===== src/rtl/display_pkg.sv =====
// rtl/display_pkg.sv - shared mode and debounce-state encodings for the display scheduler
package display_pkg;

  typedef enum logic [1:0] {
    MODE_LED = 2'd0,
    MODE_CNT = 2'd1,
    MODE_JMP = 2'd2,
    MODE_MEM = 2'd3
  } mode_e;

  typedef enum logic [1:0] {
    IDLE            = 2'd0,
    CONFIRM_PRESS   = 2'd1,
    HELD            = 2'd2,
    CONFIRM_RELEASE = 2'd3
  } deb_state_e;

  function automatic mode_e next_mode(input mode_e m);
    return mode_e'(m + 2'd1);
  endfunction

endpackage


===== src/rtl/btn_debounce.sv =====
// rtl/btn_debounce.sv - pushbutton synchronizer and debounce FSM
// Emits a single-cycle press pulse once the button has been stably high for DEB_CYCLES.
module btn_debounce
  import display_pkg::*;
#(
  parameter int DEB_CYCLES = 200000
) (
  input  logic clk,
  input  logic rst_n,
  input  logic btn_i,
  output logic press_o
);

  localparam int CW = $clog2(DEB_CYCLES + 1);
  localparam logic [CW-1:0] CNT_LAST = CW'(DEB_CYCLES - 1);

  logic          sync1_q, sync2_q;
  deb_state_e    state_q, state_d;
  logic [CW-1:0] cnt_q, cnt_d;

  always_ff @(posedge clk) begin
    if (!rst_n) begin
      sync1_q <= 1'b0;
      sync2_q <= 1'b0;
      state_q <= IDLE;
      cnt_q   <= '0;
    end else begin
      sync1_q <= btn_i;
      sync2_q <= sync1_q;
      state_q <= state_d;
      cnt_q   <= cnt_d;
    end
  end

  // cnt_q counts consecutive stable cycles spent inside a confirm state
  always_comb begin
    state_d = state_q;
    cnt_d   = cnt_q;
    press_o = 1'b0;
    case (state_q)
      IDLE: begin
        if (sync2_q) begin
          state_d = CONFIRM_PRESS;
          cnt_d   = '0;
        end
      end
      CONFIRM_PRESS: begin
        if (!sync2_q) begin
          state_d = IDLE;
        end else if (cnt_q == CNT_LAST) begin
          state_d = HELD;
          press_o = 1'b1;
        end else begin
          cnt_d = cnt_q + 1'b1;
        end
      end
      HELD: begin
        if (!sync2_q) begin
          state_d = CONFIRM_RELEASE;
          cnt_d   = '0;
        end
      end
      CONFIRM_RELEASE: begin
        if (sync2_q) begin
          state_d = HELD;
        end else if (cnt_q == CNT_LAST) begin
          state_d = IDLE;
        end else begin
          cnt_d = cnt_q + 1'b1;
        end
      end
      default: state_d = IDLE;
    endcase
  end

endmodule


===== src/rtl/display_sched.sv =====
// rtl/display_sched.sv - 8-digit scan scheduler with frame-aligned manual/auto mode switching
module display_sched
  import display_pkg::*;
#(
  parameter int SCAN_DIV      = 40000,
  parameter int DEB_CYCLES    = 200000,
  parameter int ROTATE_FRAMES = 1000
) (
  input  logic       clk,
  input  logic       rst_n,
  input  logic       btn_mode,
  input  logic       auto_en,
  output logic [1:0] mode,
  output logic [2:0] pos,
  output logic [7:0] an,
  output logic       scan_tick,
  output logic       frame_done
);

  localparam int PW = (SCAN_DIV > 1) ? $clog2(SCAN_DIV) : 1;
  localparam int FW = $clog2(ROTATE_FRAMES + 1);
  localparam logic [PW-1:0] PRESC_LAST = PW'(SCAN_DIV - 1);
  localparam logic [FW-1:0] FCNT_LAST  = FW'(ROTATE_FRAMES - 1);

  logic [PW-1:0] presc_q, presc_d;
  logic [2:0]    pos_q, pos_d;
  mode_e         mode_q, mode_d;
  mode_e         tgt_q, tgt_d;
  logic          pend_q, pend_d;
  logic [FW-1:0] fcnt_q, fcnt_d;
  logic          press, auto_req, req;
  mode_e         base;

  btn_debounce #(
    .DEB_CYCLES(DEB_CYCLES)
  ) u_debounce (
    .clk    (clk),
    .rst_n  (rst_n),
    .btn_i  (btn_mode),
    .press_o(press)
  );

  always_ff @(posedge clk) begin
    if (!rst_n) begin
      presc_q <= '0;
      pos_q   <= '0;
      mode_q  <= MODE_LED;
      tgt_q   <= MODE_LED;
      pend_q  <= 1'b0;
      fcnt_q  <= '0;
    end else begin
      presc_q <= presc_d;
      pos_q   <= pos_d;
      mode_q  <= mode_d;
      tgt_q   <= tgt_d;
      pend_q  <= pend_d;
      fcnt_q  <= fcnt_d;
    end
  end

  always_comb begin
    scan_tick  = (presc_q == PRESC_LAST);
    frame_done = scan_tick && (pos_q == 3'd7);
    presc_d    = scan_tick ? '0 : presc_q + 1'b1;
    pos_d      = scan_tick ? pos_q + 3'd1 : pos_q;

    // A press wins over a simultaneous auto request; both clear the rotation count.
    auto_req = auto_en && frame_done && (fcnt_q == FCNT_LAST) && !press;
    req      = press || auto_req;
    if (!auto_en || req) begin
      fcnt_d = '0;
    end else if (frame_done) begin
      fcnt_d = fcnt_q + 1'b1;
    end else begin
      fcnt_d = fcnt_q;
    end

    mode_d = mode_q;
    tgt_d  = tgt_q;
    pend_d = pend_q;
    base   = pend_q ? tgt_q : mode_q;
    if (frame_done && pend_q) begin
      mode_d = tgt_q;
      pend_d = 1'b0;
    end
    // A request made in the frame_done cycle stays pending for the next boundary.
    if (req) begin
      tgt_d  = next_mode(base);
      pend_d = 1'b1;
    end
  end

  assign mode = mode_q;
  assign pos  = pos_q;
  assign an   = (mode_q == MODE_CNT && pos_q[2]) ? 8'hFF : ~(8'h01 << pos_q);

endmodule


===== config.mk =====
export PLATFORM = sky130hd
export DESIGN_NAME = display_sched
export DESIGN_NICKNAME = d
export VERILOG_FILES = /design/src/rtl/display_pkg.sv /design/src/rtl/btn_debounce.sv /design/src/rtl/display_sched.sv
export SDC_FILE = /design/constraint.sdc
export NUM_CORES = 1
export LEC_CHECK = 0
export ABC_AREA = 1
export CORE_MARGIN = 1.5
export CORE_UTILIZATION = 53
export DETAILED_ROUTE_END_ITERATION = 10
export MAX_ROUTING_LAYER = met4
export PLACE_DENSITY = 0.75
export RECOVER_POWER = 50
export SLEW_MARGIN = 15
export SYNTH_ARGS = -nofsm -noshare
export SYNTH_HDL_FRONTEND = slang
export SYNTH_HIERARCHICAL = 1
export SYNTH_SLANG_ARGS = --single-unit

===== constraint.sdc =====
create_clock -name clk -period 1.9 [get_ports clk]
set_input_delay 0.38 -clock clk [delete_from_list [all_inputs] [get_ports clk]]
set_output_delay 0.38 -clock clk [all_outputs]
set_load 0.005 [all_outputs]

==> results of run 1 <==
==> power by group through the flow <==
stage	combinational, mW	clock, mW	sequential (mW)
final	0.0805	0.700	1.19
after CTS	0.0829	0.726	1.19
after detailed placement	0.0793	0	1.22
after floorplan	0.0522	0	1.21
after global placement	0.0775	0	1.21
after global routing	0.0892	0.766	1.19
==> how the worst max path moves through the flow <==
stage                         from          to  slack, ns
4_1_cts                 presc_q[1]  frame_done      0.009
3_5_place_dp            presc_q[0]  frame_done      -0.03
5_1_grt                     pos[1]  frame_done      0.006
6_report                presc_q[6]  frame_done       0.09
3_3_place_gp            presc_q[0]  frame_done     -0.008
2_1_floorplan  u_debounce/cnt_q[0]   fcnt_q[5]       0.19
==> cell type report <==
type,count,share of cell area
timing repair buffer,40,0.0844
tap,77,0.0248
clock buffer,6,0.0213
clock inverter,2,0.00354
multi-input combinational,364,0.505
inverter,73,0.0709
sequential,56,0.290
==> stage by stage <==
| step | setup TNS [ns] | total power [mW] | utilization | setup WS, ns | cells |
|---|---|---|---|---|---|
| after CTS | 0 | 2.00 | 0.619 | 0.00853 | 618 |
| final | 0 | 1.97 | 0.619 | 0.0910 | 618 |
| after detailed placement | -0.0274 | 1.29 | 0.599 | -0.0274 | 609 |
| after floorplan | 0 | 1.27 | - | 0.188 | 501 |
| after global routing | 0 | 2.05 | 0.619 | 0.00632 | 618 |
| after global placement | -0.00841 | 1.29 | 0.599 | -0.00841 | 609 |
==> what timing repair did <==
| action | 4_1_cts | 5_1_grt |
|---|---|---|
| setup buffers | 1 | 0 |
| gates resized for setup | 24 | 9 |
| setup endpoints to repair | 10 | 15 |
| hold endpoints to repair | 0 | 0 |
| pin swaps | 3 | 2 |
==> synthesized netlist by cell type (all sizes together) <==
| master | number |
|---|---|
| a21oi | 29 |
| inv | 71 |
| xnor2 | 7 |
| dlymetal6s2s | 1 |
| o21ai | 19 |
| nor3 | 9 |
| nand3b | 1 |
| xor2 | 8 |
| nand3 | 41 |
| a21o | 1 |
| dfxtp | 56 |
| ha | 9 |
| clkinv | 2 |
| nand4 | 12 |
| buf | 6 |
| nor2 | 85 |
| nor3b | 2 |
| nand2 | 140 |
| a31oi | 1 |
| clkbuf | 1 |
==> worst max-delay path, delay by kind of cell, from the launching register on <==
family	cells	cell delay [ns]
AND/OR/NAND/NOR	4	0.51
flip-flops	1	0.35
buffers and inverters	2	0.28
==> placed cells by master, fill, tap and decap left out, drive strengths merged, types with 2 or more instances in the layout <==
cell,n
xor2,8
nand3,41
a21oi,29
nand2,140
dfxtp,56
nor2,85
clkdlybuf4s50,5
nand4,12
nor3,9
o21ai,19
nor3b,2
dlygate4sd2,9
clkbuf,8
clkinv,3
buf,20
xnor2,7
inv,72
dlygate4sd3,3
ha,9
==> per-layer routing <==
metal | wire length (µm) | up-vias | global-route usage
li1 | - | 1647 | -
met1 | 3180 | 1455 | 0.251
met4 | 61 | 0 | 0.0621
met2 | 3630 | 49 | 0.390
met5 | 0 | - | -
met3 | 198 | 4 | 0.0338
==> kinds of logic (layout without fill, tap and decap cells) <==
group | count (synthesis) | count (layout) | synth area share
AO/OA/AOI/OAI | 50 | 50 | 0.0877
XOR/XNOR | 15 | 15 | 0.0407
adder cells (fa/ha/maj) | 9 | 9 | 0.0330
buffers and inverters | 81 | 121 | 0.106
flip-flops | 56 | 56 | 0.329
AND/OR/NAND/NOR | 290 | 290 | 0.404
==> sequential cells by signal, indices dropped and copies added (netlist names), named ones only <==
signal,count
presc_q,16
u_debounce/sync2_q,1
u_debounce/sync1_q,1
u_debounce/cnt_q,18
pend_q,1
fcnt_q,10
pos,3
u_debounce/state_q,1
tgt_q,2
mode,2
==> impl_metrics.toml, run 1 <==
[status]
run_status = "finished clean"

[floorplanning]
die_width_um = 83.2
start_util = 0.543
core-area_um2 = 6280
num_rows = 29
die_area_um2 = 6930
die-height_um = 83.2
io_pins = 19

[power]
p_seq_frac = 0.604
p_int_mw = 1.51
irDropWorstVdd_v = 0.000505
power.switching_mw = 0.457
p_sw_frac = 0.232
powerDensity_nw_per_um2 = 507
p_leak_nw = 1.52
clkPwrFrac = 0.355
p_comb_frac = 0.041

[drt]
wire_per_inst_um = 11.4
wl_um = 7070
drtIter0Drc = 151
route.detailed.drc = 0
via_per_inst = 5.11
ant_nets = 0
first_pass_iters = 5
num_vias = 3155

[clock_tree]
clockBufferDepth = 2
cts_hold_buf = 0
htreeDepth = 2
clk_pin_slew_ns = 0.10
cts_root_buf = "clkbuf_8"
worst_skew_pair.late_latency_ns = 0.31
cts.sinks = 56
numCtsBuffers = 5
cts_tree = "built"

[final_layout]
design_area_um2 = 3880
post_route_cells_drive_above_1_share = 0.170
area_growth_pct = 13.9
fin_nets = 553
diodes = 0
fillers = 601
multiInputGateArea_um2 = 1960
seq_area_um2 = 1130

[setup_path]
crit_path_max_incr_delay_ns = 0.35
rrSetupSlack_ns = 0.16
critPathSlowestCell = "dfxtp_2"
end_kind = "primary output"
crit_type = "reg2out"
crit_chain = "inv_1 -> nand2_1 -> nor3_4 -> nand2_2 -> nor2_1 -> clkdlybuf4s15_1"
rr_startpoint = "presc_q[1]"
critPathLaunchType = "flip-flop"
cp.required_ns = 1.52
cp.arrival_ns = 1.43
worst-path-max-fanout = 4
rr_worst_depth = 8
r2r-end = "presc_q[4]"

[timing]
drv_slew = 0
skew_ns = 0.0118
fin_crit_ns = 1.81
setup_viol = 0
timing.fmax_ghz = 0.553
slew_headroom = 0.661
hold_viol = 0
tightest_slew_ns = 0.508
fin_hold_ws_ns = 0.436
rsz0062_at_grt = "false"
period_share = 0.952

[logic_synthesis]
netlist_area_um2 = 3410
synth-seq-cells = 56
synth_top_area_cell = "dfxtp_1"
syn_nets = 514
synth_top_area_frac = 0.329
yosysSeqAreaShare = 0.329
syn_area_per_cell_um2 = 6.81
synthTopCellsByArea = "dfxtp_1 33%, nand2_1 14%, nor2_1 7.7%"
ys_types = 37
yosys_warnings = 6
synthCells = 501

[placement]
dpl.hpwl_um = 5250
post_dp_cell_area_um2 = 3760
portBuffers = 18
place_congestion = 0.878

[grt]
grt_max_degree = 18
antenna_found_initial = 0
groute.usage.overall = 0.218
grt_pass1_vias = 2949
grt_pass1_wl_um = 12300
overflow = 0

[hold_path]
hold_class = "reg2reg"
holdPathStages = 2
hold_path_startpoint = "u_debounce/sync1_q"
whs_endpoint = "u_debounce/sync2_q"

[job]
cap_violations = 0
No activity file was read; power rests on OpenSTA's default activity.
==> run 2, diff against run 1 <==
- ABC_CLOCK_PERIOD_IN_PS: unset -> 1900
- GPL_ROUTABILITY_DRIVEN: unset -> 0
- SETUP_SLACK_MARGIN: unset -> 0.1
==> impl_metrics.toml, run 2 (same netlist as run 1, synthesis figures left out) <==
[grt]
grt_max_degree = 17
groute.usage.overall = 0.221
grt_pass1_wl_um = 12600
antenna_found_initial = 0
grt_pass1_vias = 2986
overflow = 0

[drt]
wl_um = 7550
ant_nets = 0
wire_per_inst_um = 12.0
first_pass_iters = 5
num_vias = 3226
drtIter0Drc = 234
route.detailed.drc = 0
via_per_inst = 5.11

[hold_path]
holdPathStages = 2
whs_endpoint = "u_debounce/sync2_q"
hold_class = "reg2reg"
hold_path_startpoint = "u_debounce/sync1_q"

[final_layout]
post_route_cells_drive_above_1_share = 0.229
reg.largest.list = "u_debounce/cnt_q x18, presc_q x16, fcnt_q x10"
final_cell_mix = "130 x nand2_1, 68 x nor2_1, 60 x inv_1"
top_register = "u_debounce/cnt_q"
largest_reg_flops = 18
final_common_cell = "nand2_1"
area_growth_pct = 19.1
instances_no_fill = 631
design_area_um2 = 4060
fin_nets = 566
fillers = 522
diodes = 0

[timing]
tightest_slew_ns = 0.478
fin_crit_ns = 1.80
slew_headroom = 0.681
rsz0062_at_grt = "true"
period_share = 0.949
fin_hold_ws_ns = 0.429
hold_viol = 0
timing.fmax_ghz = 0.555
skew_ns = 0.00746
drv_slew = 0
setup_viol = 0

[setup_path]
rr_startpoint = "presc_q[0]"
crit_path_max_incr_delay_ns = 0.34
critPathSlowestCell = "dfxtp_2"
crit_family = "simple AND/OR/NAND/NOR gates"
critPathLaunchType = "flip-flop"
cp.arrival_ns = 1.42
rr_worst_depth = 10
crit_buf_inv = 3
crit_type = "reg2out"
worst-path-max-fanout = 4
crit_chain = "inv_2 -> nand4_1 -> nor3_2 -> nand2_1 -> buf_6 -> nor2_2 -> buf_2"
r2r-end = "presc_q[10]"
end_kind = "primary output"
cp.required_ns = 1.52
cp-startpoint = "presc_q[13]"
rrSetupSlack_ns = 0.15

[clock_tree]
htreeDepth = 2
numCtsBuffers = 5
worst_skew_pair.late_latency_ns = 0.31
cts_root_buf = "clkbuf_8"
clk_pin_slew_ns = 0.10
cts_hold_buf = 0
clockBufferDepth = 2
cts.sinks = 56
cts_tree = "built"

[power]
p_leak_nw = 1.60
powerDensity_nw_per_um2 = 476
clkPwrFrac = 0.337
power.switching_mw = 0.446
p_int_mw = 1.49
irDropWorstVdd_v = 0.000504
p_seq_frac = 0.616
p_sw_frac = 0.231
p_comb_frac = 0.047
power_mw = 1.93

[status]
run_status = "finished clean"

[floorplanning]
core-area_um2 = 6280
start_util = 0.543
die-height_um = 83.2
die_area_um2 = 6930
io_pins = 19
num_rows = 29
die_width_um = 83.2

[placement]
post_dp_cell_area_um2 = 3770
dpl.hpwl_um = 5300
dpl.cell_count = 609
portBuffers = 18

[job]
cap_violations = 0
-- run 2: cell count changes in the layout (fill, tap and decap cells not counted), sizes merged --
| cell | previous run | this run |
|---|---|---|
| buf | 20 | 33 |
| clkbuf | 8 | 11 |
| dlygate4sd2 | 9 | 6 |
| clkdlybuf4s50 | 5 | 4 |
| dlygate4sd3 | 3 | 4 |
| inv | 72 | 71 |
| nand4 | 12 | 13 |
-- run 2: power groups by stage --
stage | Combinational (mW) | Sequential [mW] | Clock, mW
after floorplan | 0.0522 | 1.21 | 0
after global placement | 0.0791 | 1.21 | 0
after detailed placement | 0.0800 | 1.21 | 0
after CTS | 0.0907 | 1.19 | 0.686
after global routing | 0.101 | 1.19 | 0.715
final | 0.0905 | 1.19 | 0.652
-- run 2: worst reg2reg max path: stages (launching register included) --
cell and delay (ns):
dfxtp_2 0.36, ha_4 0.15, nand3_4 0.07, buf_4 0.14
clkbuf_1 0.16, nor2_1 0.18, nand3_1 0.17, nor2_4 0.18
a21oi_1 0.08, o21ai_0 0.09, inv_1 0.06
-- run 2: final cells by class --
type	count	area, µm²	share of cell area
Sequential cell	56	1140	0.280
Tap cell	77	96.3	0.0237
Clock inverter	1	8.76	0.00216
Timing Repair Buffer	52	425	0.105
Clock buffer	7	76.3	0.0188
Inverter	73	278	0.0684
Multi-Input combinational cell	365	2040	0.502
-- run 2: metal layers --
layer | wire length [µm] | global-route usage
met2 | 3860 | 0.385
met1 | 3380 | 0.262
met4 | 63 | 0.0652
met5 | 0 | -
met3 | 250 | 0.0388
-- run 2: worst max-delay path by stage --
stage / to / slack [ns] / cells after the start
after floorplan: fcnt_q[5] / 0.19 / 10
after global placement: frame_done / -0.002 / 6
after detailed placement: frame_done / -0.03 / 6
after CTS: frame_done / -0.09 / 7
after global routing: presc_q[4] / 0.03 / 9
final: frame_done / 0.1 / 7
-- run 2: repair_timing --
action / CTS / global route
setup endpoints to repair: 20 / 29
endpoints found under the hold margin: 0 / 0
resized for setup: 33 / 36
setup buffers: 6 / 9
cloned: 1 / 0
pin swaps: 4 / 9
-- run 2: per-stage QoR --
| step | setup TNS [ns] | utilization | worst slack (ns) |
|---|---|---|---|
| 3_3_place_gp | -0.00180 | 0.601 | -0.00180 |
| 3_5_place_dp | -0.0335 | 0.601 | -0.0335 |
| 5_1_grt | 0 | 0.647 | 0.0287 |
| 4_1_cts | -0.0900 | 0.629 | -0.0900 |
| 2_1_floorplan | 0 | - | 0.188 |
| 6_report | 0 | 0.647 | 0.0978 |
==> run 3, diff against run 2 <==
- ABC_CLOCK_PERIOD_IN_PS: 1900 -> unset
- CTS_CLUSTER_DIAMETER: unset -> 60
- clock period: 1.9 -> 2 ns (I/O delays scaled with it)
==> impl_metrics.toml, run 3 (same netlist as run 1, synthesis figures left out) <==
[grt]
grt_pass1_vias = 2963
grt_pass1_wl_um = 12400
overflow = 0
antenna_found_initial = 0
groute.usage.overall = 0.217
grt_max_degree = 18

[drt]
wl_um = 7310
num_vias = 3207
drtIter0Drc = 106
ant_nets = 0
route.detailed.drc = 0
wire_per_inst_um = 11.9
first_pass_iters = 5
via_per_inst = 5.20

[setup_path]
crit_path_max_incr_delay_ns = 0.40
crit_buf_inv = 2
crit_type = "reg2out"
cp.arrival_ns = 1.48
critPathLaunchType = "flip-flop"
end_kind = "primary output"
cp.required_ns = 1.60
critPathSlowestCell = "dfxtp_1"
crit_chain = "ha_4 -> nand3_4 -> nor3_2 -> nand2_1 -> buf_6 -> nor2_4 -> buf_2"
worst-path-max-fanout = 2
crit_family = "flip-flops"

[final_layout]
final_common_cell = "nand2_1"
design_area_um2 = 3890
area_growth_pct = 14.1
final_cell_mix = "129 x nand2_1, 70 x nor2_1, 64 x inv_1"
fillers = 564
largest_reg_flops = 18
top_register = "u_debounce/cnt_q"
fin_nets = 552
diodes = 0
reg.largest.list = "u_debounce/cnt_q x18, presc_q x16, fcnt_q x10"
post_route_cells_drive_above_1_share = 0.180

[placement]
portBuffers = 18
post_dp_cell_area_um2 = 3710
dpl.hpwl_um = 5320

[floorplanning]
start_util = 0.543
core-area_um2 = 6280
die_width_um = 83.2
num_rows = 29
io_pins = 19
die_area_um2 = 6930
die-height_um = 83.2

[clock_tree]
cts_root_buf = "clkbuf_8"
cts_tree = "built"
htreeDepth = 2
clockBufferDepth = 2
clk_pin_slew_ns = 0.10
cts_hold_buf = 0
numCtsBuffers = 5
worst_skew_pair.late_latency_ns = 0.32
cts.sinks = 56

[timing]
fin_crit_ns = 1.88
timing.fmax_ghz = 0.531
tns_ns = 0
slew_headroom = 0.636
skew_ns = 0.00782
period_share = 0.942
hold_viol = 0
fin_hold_ws_ns = 0.426
setup_viol = 0
rsz0062_at_grt = "true"
drv_slew = 0
tightest_slew_ns = 0.545

[power]
p_leak_nw = 1.50
powerDensity_nw_per_um2 = 507
irDropWorstVdd_v = 0.000328

[job]
cap_violations = 0

[status]
run_status = "finished clean"

[hold_path]
hold_class = "reg2reg"
## run 3: where the power goes
part           internal [mW]  total, mW  switching [mW]  leakage [nW]
clock network          0.379      0.766           0.387        0.0558
logic                 0.0306     0.0782          0.0476         0.991
registers               1.12       1.13         0.00837         0.457
## run 3: per-stage QoR
stage,utilization,setup WS [ns],cells,power [mW]
global placement,0.591,0.0385,602,1.22
finish,0.620,0.117,617,1.97
detailed placement,0.591,0.00112,602,1.22
floorplan,-,0.288,501,1.20
CTS,0.617,0.0759,615,1.98
global route,0.620,0.0283,617,2.05
## run 3: worst min-delay path, stage by stage, from the launching register on
cell	delay, ns
dfxtp_1	0.31
nand2_1	0.05
inv_1	0.03
## run 3: area by class of cell
class	instances	area (µm²)	area share
Clock buffer	6	72.6	0.0186
Clock inverter	2	38.8	0.00997
Inverter	73	275	0.0707
Multi-Input combinational cell	365	1970	0.505
Sequential cell	56	1130	0.292
Tap cell	77	96.3	0.0248
Timing Repair Buffer	38	307	0.0788
## run 3: path summary, 6_finish.rpt
| check | from | end | slack [ns] | cells after the start |
|---|---|---|---|---|
| worst max-delay path | presc_q[0] | frame_done | 0.12 | 7 |
| worst min-delay path | u_debounce/sync1_q | u_debounce/sync2_q | 0.43 | 2 |
| worst max register to register | presc_q[0] | fcnt_q[1] | 0.16 | 9 |
| worst min register to register | u_debounce/sync1_q | u_debounce/sync2_q | 0.43 | 2 |
## run 3: routing by layer
metal	GRT usage	vias to the layer above	wire length, µm
li1	-	1648	-
met1	0.259	1497	3310
met2	0.373	53	3680
met3	0.0437	9	254
met4	0.0561	0	72
met5	-	-	0
## run 3: what timing repair did
item,in CTS,in global routing
pin swaps,3,3
gates cloned,0,1
setup buffers,5,1
resized for setup,28,23
endpoints found under the setup margin,10,28
